===== config.mk =====
export PLATFORM = sky130hd
export DESIGN_NAME = hazard_ctrl_flat
export DESIGN_NICKNAME = d
export VERILOG_FILES = /design/src/rtl/hazard_if.sv /design/src/rtl/hazard_ctrl.sv /design/src/flat_wrapper.sv
export SDC_FILE = /design/constraint.sdc
export NUM_CORES = 1
export LEC_CHECK = 0
export ABC_CLOCK_PERIOD_IN_PS = 2800
export CAP_MARGIN = 30
export CORE_AREA = 2 2 105 107
export CTS_BUF_LIST = sky130_fd_sc_hd__clkbuf_8 sky130_fd_sc_hd__clkbuf_16
export DETAILED_ROUTE_END_ITERATION = 6
export DIE_AREA = 0 0 107 109
export DONT_BUFFER_PORTS = 1
export PLACE_DENSITY_LB_ADDON = 0.25
export SYNTH_ARGS = -nofsm -noshare
export SYNTH_HDL_FRONTEND = slang
export SYNTH_SLANG_ARGS = --single-unit

===== constraint.sdc =====
create_clock -name clk -period 2.8 [get_ports clk]
set_input_delay 0.7 -clock clk [delete_from_list [all_inputs] [get_ports clk]]
set_output_delay 0.7 -clock clk [all_outputs]
set_load 0.02 [all_outputs]

===== src/rtl/hazard_if.sv =====
// Hazard-control bundle between the 5-stage pipeline datapath (master) and
// the hazard controller (slave): register addresses and enables in; stalls, flushes, forwarding selects and counters out.
interface hazard_if #(
  parameter int CNT_W = 32
);
  logic [4:0]       rs1AddrD;
  logic [4:0]       rs2AddrD;
  logic [4:0]       rs1AddrE;
  logic [4:0]       rs2AddrE;
  logic [4:0]       rdAddrE;
  logic [1:0]       ResultSrcE;
  logic [4:0]       rdAddrM;
  logic [4:0]       rdAddrW;
  logic             RegWriteM;
  logic             RegWriteW;
  logic             PCSrcE;
  logic             MemReqM;
  logic             MemReadyM;
  logic             StallF;
  logic             StallD;
  logic             StallE;
  logic             StallM;
  logic             FlushD;
  logic             FlushE;
  logic [1:0]       ForwardAE;
  logic [1:0]       ForwardBE;
  logic             memError;
  logic [CNT_W-1:0] stallCycles;
  logic [CNT_W-1:0] flushCount;

  modport master (
    output rs1AddrD, rs2AddrD, rs1AddrE, rs2AddrE, rdAddrE, ResultSrcE,
           rdAddrM, rdAddrW, RegWriteM, RegWriteW, PCSrcE, MemReqM, MemReadyM,
    input  StallF, StallD, StallE, StallM, FlushD, FlushE,
           ForwardAE, ForwardBE, memError, stallCycles, flushCount
  );

  modport slave (
    input  rs1AddrD, rs2AddrD, rs1AddrE, rs2AddrE, rdAddrE, ResultSrcE,
           rdAddrM, rdAddrW, RegWriteM, RegWriteW, PCSrcE, MemReqM, MemReadyM,
    output StallF, StallD, StallE, StallM, FlushD, FlushE,
           ForwardAE, ForwardBE, memError, stallCycles, flushCount
  );
endinterface


===== src/rtl/hazard_ctrl.sv =====
// Hazard/stall controller for the 5-stage RISC-V pipeline: forwarding selects,
// load-use and memory-wait stalls, branch flushes, timeout FSM and perf counters.
module hazard_ctrl #(
  parameter int TMO_W       = 8,
  parameter int MEM_TIMEOUT = 200,
  parameter int CNT_W       = 32
) (
  input logic     clk,
  input logic     reset,
  hazard_if.slave hz
);

  typedef enum logic [1:0] {S_RUN, S_WAIT, S_ERR} state_t;

  state_t           state, state_nxt;
  logic [TMO_W-1:0] tmo, tmo_nxt;
  logic             mem_error, mem_error_nxt;
  logic [CNT_W-1:0] stall_cnt, flush_cnt;
  logic             lw_stall, mem_stall;
  logic             stall_f, flush_e;

  // Memory stage wins over Writeback; x0 is never a forwarding source.
  function automatic logic [1:0] fwd_sel(input logic [4:0] rs,
                                         input logic       wen_m,
                                         input logic [4:0] rd_m,
                                         input logic       wen_w,
                                         input logic [4:0] rd_w);
    if (wen_m && rd_m != 5'd0 && rd_m == rs)      return 2'b10;
    else if (wen_w && rd_w != 5'd0 && rd_w == rs) return 2'b01;
    else                                          return 2'b00;
  endfunction

  function automatic logic [CNT_W-1:0] sat_inc(input logic [CNT_W-1:0] v);
    if (&v) return v;
    return v + CNT_W'(1);
  endfunction

  // A taken branch squashes the Decode instruction, so it also cancels the load-use stall.
  assign lw_stall = (hz.ResultSrcE == 2'b01) && (hz.rdAddrE != 5'd0) &&
                    ((hz.rdAddrE == hz.rs1AddrD) || (hz.rdAddrE == hz.rs2AddrD)) &&
                    !hz.PCSrcE;

  assign mem_stall = ((state == S_RUN) && hz.MemReqM && !hz.MemReadyM) ||
                     (state == S_WAIT) || (state == S_ERR);

  always_comb begin
    stall_f      = 1'b0;
    flush_e      = 1'b1;
    hz.StallF    = 1'b0;
    hz.StallD    = 1'b0;
    hz.StallE    = 1'b0;
    hz.StallM    = 1'b0;
    hz.FlushD    = 1'b1;
    hz.FlushE    = 1'b1;
    hz.ForwardAE = 2'b00;
    hz.ForwardBE = 2'b00;
    if (reset) begin
      stall_f      = mem_stall || lw_stall;
      flush_e      = (lw_stall || hz.PCSrcE) && !mem_stall;
      hz.StallF    = stall_f;
      hz.StallD    = stall_f;
      hz.StallE    = mem_stall;
      hz.StallM    = mem_stall;
      hz.FlushD    = hz.PCSrcE && !mem_stall;
      hz.FlushE    = flush_e;
      hz.ForwardAE = fwd_sel(hz.rs1AddrE, hz.RegWriteM, hz.rdAddrM, hz.RegWriteW, hz.rdAddrW);
      hz.ForwardBE = fwd_sel(hz.rs2AddrE, hz.RegWriteM, hz.rdAddrM, hz.RegWriteW, hz.rdAddrW);
    end
  end

  always_comb begin
    state_nxt     = state;
    tmo_nxt       = tmo;
    mem_error_nxt = mem_error;
    case (state)
      S_RUN: begin
        if (hz.MemReqM && !hz.MemReadyM) begin
          state_nxt = S_WAIT;
          tmo_nxt   = TMO_W'(1);
        end
      end
      S_WAIT: begin
        if (hz.MemReadyM) begin
          state_nxt = S_RUN;
          tmo_nxt   = '0;
        end else if (tmo == TMO_W'(MEM_TIMEOUT - 1)) begin
          state_nxt     = S_ERR;
          mem_error_nxt = 1'b1;
        end else begin
          tmo_nxt = tmo + TMO_W'(1);
        end
      end
      S_ERR: begin
        state_nxt     = S_ERR;
        mem_error_nxt = 1'b1;
      end
      default: begin
        state_nxt = S_RUN;
        tmo_nxt   = '0;
      end
    endcase
  end

  always_ff @(posedge clk or negedge reset) begin
    if (!reset) begin
      state     <= S_RUN;
      tmo       <= '0;
      mem_error <= 1'b0;
    end else begin
      state     <= state_nxt;
      tmo       <= tmo_nxt;
      mem_error <= mem_error_nxt;
    end
  end

  // Counters freeze once the controller is stuck in the timeout state.
  always_ff @(posedge clk or negedge reset) begin
    if (!reset) begin
      stall_cnt <= '0;
      flush_cnt <= '0;
    end else begin
      if (stall_f && state != S_ERR) stall_cnt <= sat_inc(stall_cnt);
      if (flush_e && hz.PCSrcE)      flush_cnt <= sat_inc(flush_cnt);
    end
  end

  assign hz.memError    = mem_error;
  assign hz.stallCycles = stall_cnt;
  assign hz.flushCount  = flush_cnt;

endmodule


===== src/flat_wrapper.sv =====
// flat-port wrapper written by rule: the top's interface ports become plain ports
module hazard_ctrl_flat 
#(
  parameter int TMO_W       = 8,
  parameter int MEM_TIMEOUT = 200,
  parameter int CNT_W       = 32
)
  (clk, reset, hz_rs1AddrD, hz_rs2AddrD, hz_rs1AddrE, hz_rs2AddrE, hz_rdAddrE, hz_ResultSrcE, hz_rdAddrM, hz_rdAddrW, hz_RegWriteM, hz_RegWriteW, hz_PCSrcE, hz_MemReqM, hz_MemReadyM, hz_StallF, hz_StallD, hz_StallE, hz_StallM, hz_FlushD, hz_FlushE, hz_ForwardAE, hz_ForwardBE, hz_memError, hz_stallCycles, hz_flushCount);
  hazard_if #(.CNT_W(CNT_W)) hz_i ();
  input logic clk;
  input logic reset;
  input wire logic [$bits(hz_i.rs1AddrD)-1:0] hz_rs1AddrD;
  input wire logic [$bits(hz_i.rs2AddrD)-1:0] hz_rs2AddrD;
  input wire logic [$bits(hz_i.rs1AddrE)-1:0] hz_rs1AddrE;
  input wire logic [$bits(hz_i.rs2AddrE)-1:0] hz_rs2AddrE;
  input wire logic [$bits(hz_i.rdAddrE)-1:0] hz_rdAddrE;
  input wire logic [$bits(hz_i.ResultSrcE)-1:0] hz_ResultSrcE;
  input wire logic [$bits(hz_i.rdAddrM)-1:0] hz_rdAddrM;
  input wire logic [$bits(hz_i.rdAddrW)-1:0] hz_rdAddrW;
  input wire logic [$bits(hz_i.RegWriteM)-1:0] hz_RegWriteM;
  input wire logic [$bits(hz_i.RegWriteW)-1:0] hz_RegWriteW;
  input wire logic [$bits(hz_i.PCSrcE)-1:0] hz_PCSrcE;
  input wire logic [$bits(hz_i.MemReqM)-1:0] hz_MemReqM;
  input wire logic [$bits(hz_i.MemReadyM)-1:0] hz_MemReadyM;
  output wire logic [$bits(hz_i.StallF)-1:0] hz_StallF;
  output wire logic [$bits(hz_i.StallD)-1:0] hz_StallD;
  output wire logic [$bits(hz_i.StallE)-1:0] hz_StallE;
  output wire logic [$bits(hz_i.StallM)-1:0] hz_StallM;
  output wire logic [$bits(hz_i.FlushD)-1:0] hz_FlushD;
  output wire logic [$bits(hz_i.FlushE)-1:0] hz_FlushE;
  output wire logic [$bits(hz_i.ForwardAE)-1:0] hz_ForwardAE;
  output wire logic [$bits(hz_i.ForwardBE)-1:0] hz_ForwardBE;
  output wire logic [$bits(hz_i.memError)-1:0] hz_memError;
  output wire logic [$bits(hz_i.stallCycles)-1:0] hz_stallCycles;
  output wire logic [$bits(hz_i.flushCount)-1:0] hz_flushCount;
  assign hz_i.rs1AddrD = hz_rs1AddrD;
  assign hz_i.rs2AddrD = hz_rs2AddrD;
  assign hz_i.rs1AddrE = hz_rs1AddrE;
  assign hz_i.rs2AddrE = hz_rs2AddrE;
  assign hz_i.rdAddrE = hz_rdAddrE;
  assign hz_i.ResultSrcE = hz_ResultSrcE;
  assign hz_i.rdAddrM = hz_rdAddrM;
  assign hz_i.rdAddrW = hz_rdAddrW;
  assign hz_i.RegWriteM = hz_RegWriteM;
  assign hz_i.RegWriteW = hz_RegWriteW;
  assign hz_i.PCSrcE = hz_PCSrcE;
  assign hz_i.MemReqM = hz_MemReqM;
  assign hz_i.MemReadyM = hz_MemReadyM;
  assign hz_StallF = hz_i.StallF;
  assign hz_StallD = hz_i.StallD;
  assign hz_StallE = hz_i.StallE;
  assign hz_StallM = hz_i.StallM;
  assign hz_FlushD = hz_i.FlushD;
  assign hz_FlushE = hz_i.FlushE;
  assign hz_ForwardAE = hz_i.ForwardAE;
  assign hz_ForwardBE = hz_i.ForwardBE;
  assign hz_memError = hz_i.memError;
  assign hz_stallCycles = hz_i.stallCycles;
  assign hz_flushCount = hz_i.flushCount;
  hazard_ctrl #(.TMO_W(TMO_W), .MEM_TIMEOUT(MEM_TIMEOUT), .CNT_W(CNT_W)) u_core (.clk(clk), .reset(reset), .hz(hz_i));
endmodule

Yosys cells after proc, flatten, opt, wreduce, memory -nomap -nowiden
Index checks and enable logic that the tools add are counted.
- bits in registers: 75
- output and inout bits: 75
- word-level logic and storage cells: 90
- add/subtract/negate cells: 3
- equality and inequality tests: 18
- mux-type cells: 27
- bitwise gates (word level): 1
- reduce and logical (&&, ||, !) cells: 36
- operators with widths (operator ; number):
    adder 32 x 1 -> 32 bit (second input constant) ; 2
    2-to-1 mux 32 bit ; 2
    AND reduction 32 bit ; 2
    == test 5 bit ; 6
    2-to-1 mux 8 bit ; 3
    one-hot mux 8 bit (3 select lines) ; 1
    logical AND 1 bit ; 16
    nonzero test 5 bit ; 3
    2-to-1 mux 2 bit ; 7
    2-to-1 mux 1 bit ; 12
    inequality test 2 bit (second input constant) ; 6
    adder 8 x 1 -> 8 bit (second input constant) ; 1
    == test 8 bit (second input constant) ; 1
    inequality test 3 bit (second input constant) ; 2
    one-hot mux 2 bit (3 select lines) ; 1
    AND reduction 2 bit ; 3
    AND reduction 3 bit ; 2
    logical OR 1 bit ; 5
    == test 2 x 1 -> 1 bit (second input constant) ; 2
    logical NOT 1 bit ; 3
    == test 2 bit (second input constant) ; 1
    logical NOT 2 bit ; 1
    one-hot mux 1 bit (2 select lines) ; 1
    nonzero test 2 bit ; 1
    NOT 1 bit ; 1

Longest topological paths before layout
- depth in word-level cells: 12
- mapped depth: 8
- gate-level depth less buffers: 7

Worst setup path before layout
OpenSTA, ideal clock, no wires.
- path type: input -> output
- start: in hz_rdAddrM[0]
- end: out hz_ForwardAE[0]
- arrival: 2217 ps
- required time: 2100 ps
- path slack: -117 ps
- cell stages on the path: 4
- path buffers: 0
- cells stage by stage: or4_1 > o21ai_0 > nor4_1 > nor4_1
- cells in the longest elaborated chain, start to end: 5
- elaborated cells on any way between the ends: 6
- those cells by class: 1 x eq/ne; 2 x mux; 3 x reduce/logical
- RTL lines (element ; RTL line ; RTL):
    start: declaration ; flat_wrapper.sv:18 ; input wire logic [$bits(hz_i.rdAddrM)-1:0] hz_rdAddrM;
    nonzero test 5 bit ; hazard_ctrl.sv:28 ; if (wen_m && rd_m != 5'd0 && rd_m == rs) return 2'b10;
    logical AND 1 bit ; hazard_ctrl.sv:28 ;
    logical AND 1 bit * ; hazard_ctrl.sv:28 ;
    2-to-1 mux 2 bit * ; hazard_ctrl.sv:28 ;
    2-to-1 mux 2 bit * ; hazard_ctrl.sv:57 ; if (reset) begin
    end: declaration ; flat_wrapper.sv:31 ; output wire logic [$bits(hz_i.ForwardAE)-1:0] hz_ForwardAE;
Mark *: on every way between the ends. The rest lies on a longest branch, timed or not.

Worst setup path in the final report
- start: in hz_rdAddrM[0]
- end: out hz_ForwardBE[0]
- cells in the longest elaborated chain, start to end: 5
- elaborated cells on any way between the ends: 6
- those cells by class: 1 x eq/ne; 2 x mux; 3 x reduce/logical
- RTL lines (element ; RTL line ; RTL):
    nonzero test 5 bit ; hazard_ctrl.sv:28 ;
    logical AND 1 bit ; hazard_ctrl.sv:28 ;
    logical AND 1 bit * ; hazard_ctrl.sv:28 ;
    2-to-1 mux 2 bit * ; hazard_ctrl.sv:28 ;
    2-to-1 mux 2 bit * ; hazard_ctrl.sv:57 ;
    end: declaration ; flat_wrapper.sv:32 ; output wire logic [$bits(hz_i.ForwardBE)-1:0] hz_ForwardBE;
Marked as above.

==> summary.md <==
| Metric | Value |
|---|---|
| Status | finished clean |
| Tmin final | 2.670 ns |
| M1 GR Usage | 19.46% |
| Crit Path Class | primary input to output port |
| Asr flop ratio synth | 100.0% |
| Global-route met2 utilization | between 20 and 30% |
| HP Class | primary input to async pin |
| Final instance area | 0.004629 mm2 |
| Synth-to-layout area growth | 12.94% |
| Critical R2R Launch | u_core.hz.flushCount[1] |
| Register-to-Register Setup Slack | 0.26 ns |
| CP startpoint kind | primary input |
| Slew Viols, Final | 0 |
| Avg Synthesized Cell Area | between 9 and 10 um2 |
| Vias in the first global route | approximately 3,400 |
| Met3 usage | 5.858% |
| Top_reg_cell synth | dfrtp_1 |
| Port Buffers | 0 |
| Area of the die | roughly 0.012 mm2 |
| MaxCap Viol Count | 0 |
| Syn Nets | 467 |
| Via density | 5.447 |
| Clock Skew | 0.01530 ns |
| Initial antenna violation count | 0 |
| Worst path required time | 2.10 ns |
| Top-area cell type share of the netlist area | 45.79% |
| DR WL/cell | 15.64 um |
| Synth warn | 0 |
| 1st-iter DRT viols | 147 |
| Peak VDD IR | 0.4622 mV |
| Final hold vios | 0 |
| Largest net degree at the start of global routing | 81 |
| Clock-pin transition on the worst setup and hold timing paths | 0.08 ns |
| CTS max path bufs | 2 |
| Placed Area | 0.004437 mm2 |
| Total internal power | 1788 uW |
| Worst setup path endpoint | hz_ForwardBE[0] |
| Power share of the clock group | roughly a third |
| Final Instance Count excl. Fillers | just under 600 |
| # IOs | 119 |
| TritonCTS clock tree | yes |
| Logic pwr share | 16.2% |
| Setup TNS | 0 ns |
| Vert. Die Dim | 109 um |
| Leakage power | 0.001972 uW |
| Worst-margin pin slew | 0.6951 ns |
| Drt pass-1 iters | 4 |
| DRC Markers | 0 |
| # rows | 38 |
| Effective utilization at floorplan | 38.66% |
| Clock Latency Late Sink | 0.35 ns |
| Core Area | 0.01060 mm2 |
| N_diodes | 0 |
| Final setup fails | 0 |
| Cells on worst reg2reg path | 6 |
| NumNets Final | 492 |
| Final wirelength | ~9.2 mm |
| Seq pwr share | about half |
| Number of flops mapped to enable cells by yosys | 0 |
| Die width | 107 um |
| First-pass GRT wire length | 15.73 mm |
| Critical R2R Capture | u_core.hz.flushCount[1] |
| GRT overflow | 0 |
| Critical path data arrival time | 1.97 ns |
| Final period util | a little over nine tenths |
| GR Util All Layers | 16.71% |
| ANT nets after route | 0 |
| Synth top area cells | dfrtp_1, xnor2_1, xor2_1 |
| Sequential fraction of the synthesis area | between 40% and 50% |
| Critical Path Source | hz_rdAddrM[0] |
| GRT busiest layer | met2 |
| Net Sw Frac | roughly 30% |
| Fmax achieved | approximately 370 MHz |
| Share of cells above drive strength 1 | 10.91% |
| DR vias | 3,208 |
| Setup crit end kind | output port |
| Top cell type by total area after synthesis | dfrtp_1 |
| RSZ-0062 raised after global routing | no |
| Synth Instances | 420 |
| Post-DP HPWL | between 6 and 7 mm |
| P per Cell Area | 550.5 mW/mm2 |
| Placed Cells | 574 |
| Yosys cell types | between 40 and 50 |
| CTS H-tree depth | 3 |
| Hold-fix buffers, CTS | 0 |
| Psw | 760.7 uW |
| Num CTS Buffers | 9 |
| Clock root cell | clkbuf_8 |
| GP Congestion | 0.7624 |
| Register bit total from synthesis | 75 |
| Synthesized area | approximately 0.0041 mm2 |
| CTS Sinks | between 70 and 80 |
| CP Max Fanout | 3 |
| Worst rel slew slack | 53.23% |
==> Yosys cell counts, types with 4 or more instances <==
cell,number
a21oi_1,9
and2_1,4
and3_1,19
and4_1,5
clkbuf_1,8
dfrtp_1,75
inv_1,12
nand2_1,25
nand2b_1,4
nand3_1,48
nand4_1,13
nor2_1,20
nor3_1,18
nor4_1,12
o21ai_0,8
or3_1,5
or4_1,7
xnor2_1,61
xor2_1,31
==> kinds of logic (layout without fill, tap and decap cells) <==
| family | Yosys count | after routing | synth area share, % |
|---|---|---|---|
| and+or+nand+nor | 193 | 193 | 25.67 |
| adders and majority gates | 3 | 3 | 0.9158 |
| AOI/OAI and AO/OA | 29 | 29 | 4.335 |
| DFF | 75 | 75 | 45.79 |
| muxes | 5 | 5 | 1.313 |
| xor gates and xnor gates | 92 | 92 | 19.66 |
| buffers and inverters | 23 | 52 | 2.320 |
==> area by class of cell <==
cell class / instances / area (um2)
Inverter: 12 / 45.04
Multi-Input combinational cell: 322 / 2140
Timing Repair Buffer: 25 / 200.2
Clock inverter: 5 / 55.05
Fill cell: 1026 / 5973
Clock buffer: 10 / 137.6
Sequential cell: 75 / 1877
Tap cell: 140 / 175.2
==> layer usage <==
layer / vias to the layer above / part of all wire (%)
li1: 1527 / -
met1: 1561 / 42
met2: 104 / 48
met3: 16 / 7.9
met4: 0 / 1.7
met5: - / 0
==> critical path, cell delays in order <==
cell and delay (ns):
or4_1 0.53, o21ai_1 0.19, nor4_1 0.10, nor4_2 0.27
buf_4 0.18
==> through the flow <==
| step | util, % | setup WS, ns | total power (uW) | hold slack [ns] |
|---|---|---|---|---|
| 2_1_floorplan | - | 0.08463 | 1612 | 0.4044 |
| 3_3_place_gp | 41.85 | 0.05860 | 1735 | 0.4061 |
| 3_5_place_dp | 41.85 | 0.04006 | 1751 | 0.4060 |
| 4_1_cts | 43.66 | 0.04398 | 2594 | 0.01042 |
| 5_1_grt | 43.66 | 0.07017 | 2696 | 0.003767 |
| 6_report | 43.66 | 0.1300 | 2549 | 0.03379 |
==> how the worst min path moves through the flow <==
| stage | startpoint | end | slack, ns | cells past startpoint |
|---|---|---|---|---|
| global route | reset | u_core.hz.stallCycles[6] | 0.004 | 0 |
| finish | reset | u_core.hz.stallCycles[25] | 0.03 | 0 |
| global placement | reset | u_core.hz.stallCycles[27] | 0.41 | 0 |
| detailed placement | reset | u_core.hz.stallCycles[25] | 0.41 | 0 |
| floorplan | reset | u_core.hz.flushCount[0] | 0.40 | 0 |
| CTS | reset | u_core.hz.stallCycles[25] | 0.01 | 0 |
==> power by group through the flow <==
stage	clock, uW	sequential, uW	combinational, uW
CTS	862	1310	417
finish	824	1310	413
floorplan	0	1380	227
global placement	0	1330	404
global route	912	1330	455
detailed placement	0	1330	418
==> registers in the layout, summed over array words and instances (netlist names) <==
name	cells
u_core.hz.flushCount	32
u_core.hz.memError	1
u_core.hz.stallCycles	32
u_core.state	2
u_core.tmo	8
==> what timing repair did <==
| item | in CTS | in global routing |
|---|---|---|
| gates resized for setup | 0 | 1 |
| endpoints found under the setup margin | 0 | 2 |
| buffers inserted | 0 | 0 |
==> layout by cell type, fill, tap and decap left out, types with 9 or more instances in the layout <==
| cell type | n |
|---|---|
| nand2_1 | 25 |
| inv_1 | 13 |
| clkbuf_8 | 10 |
| xnor2_1 | 61 |
| nor2_1 | 20 |
| a21oi_1 | 9 |
| dfrtp_1 | 75 |
| and3_1 | 19 |
| nand3_1 | 48 |
| nor3_1 | 18 |
| buf_4 | 24 |
| xor2_1 | 31 |
| nand4_1 | 13 |
| nor4_1 | 10 |
No activity file was read; power rests on OpenSTA's default activity.
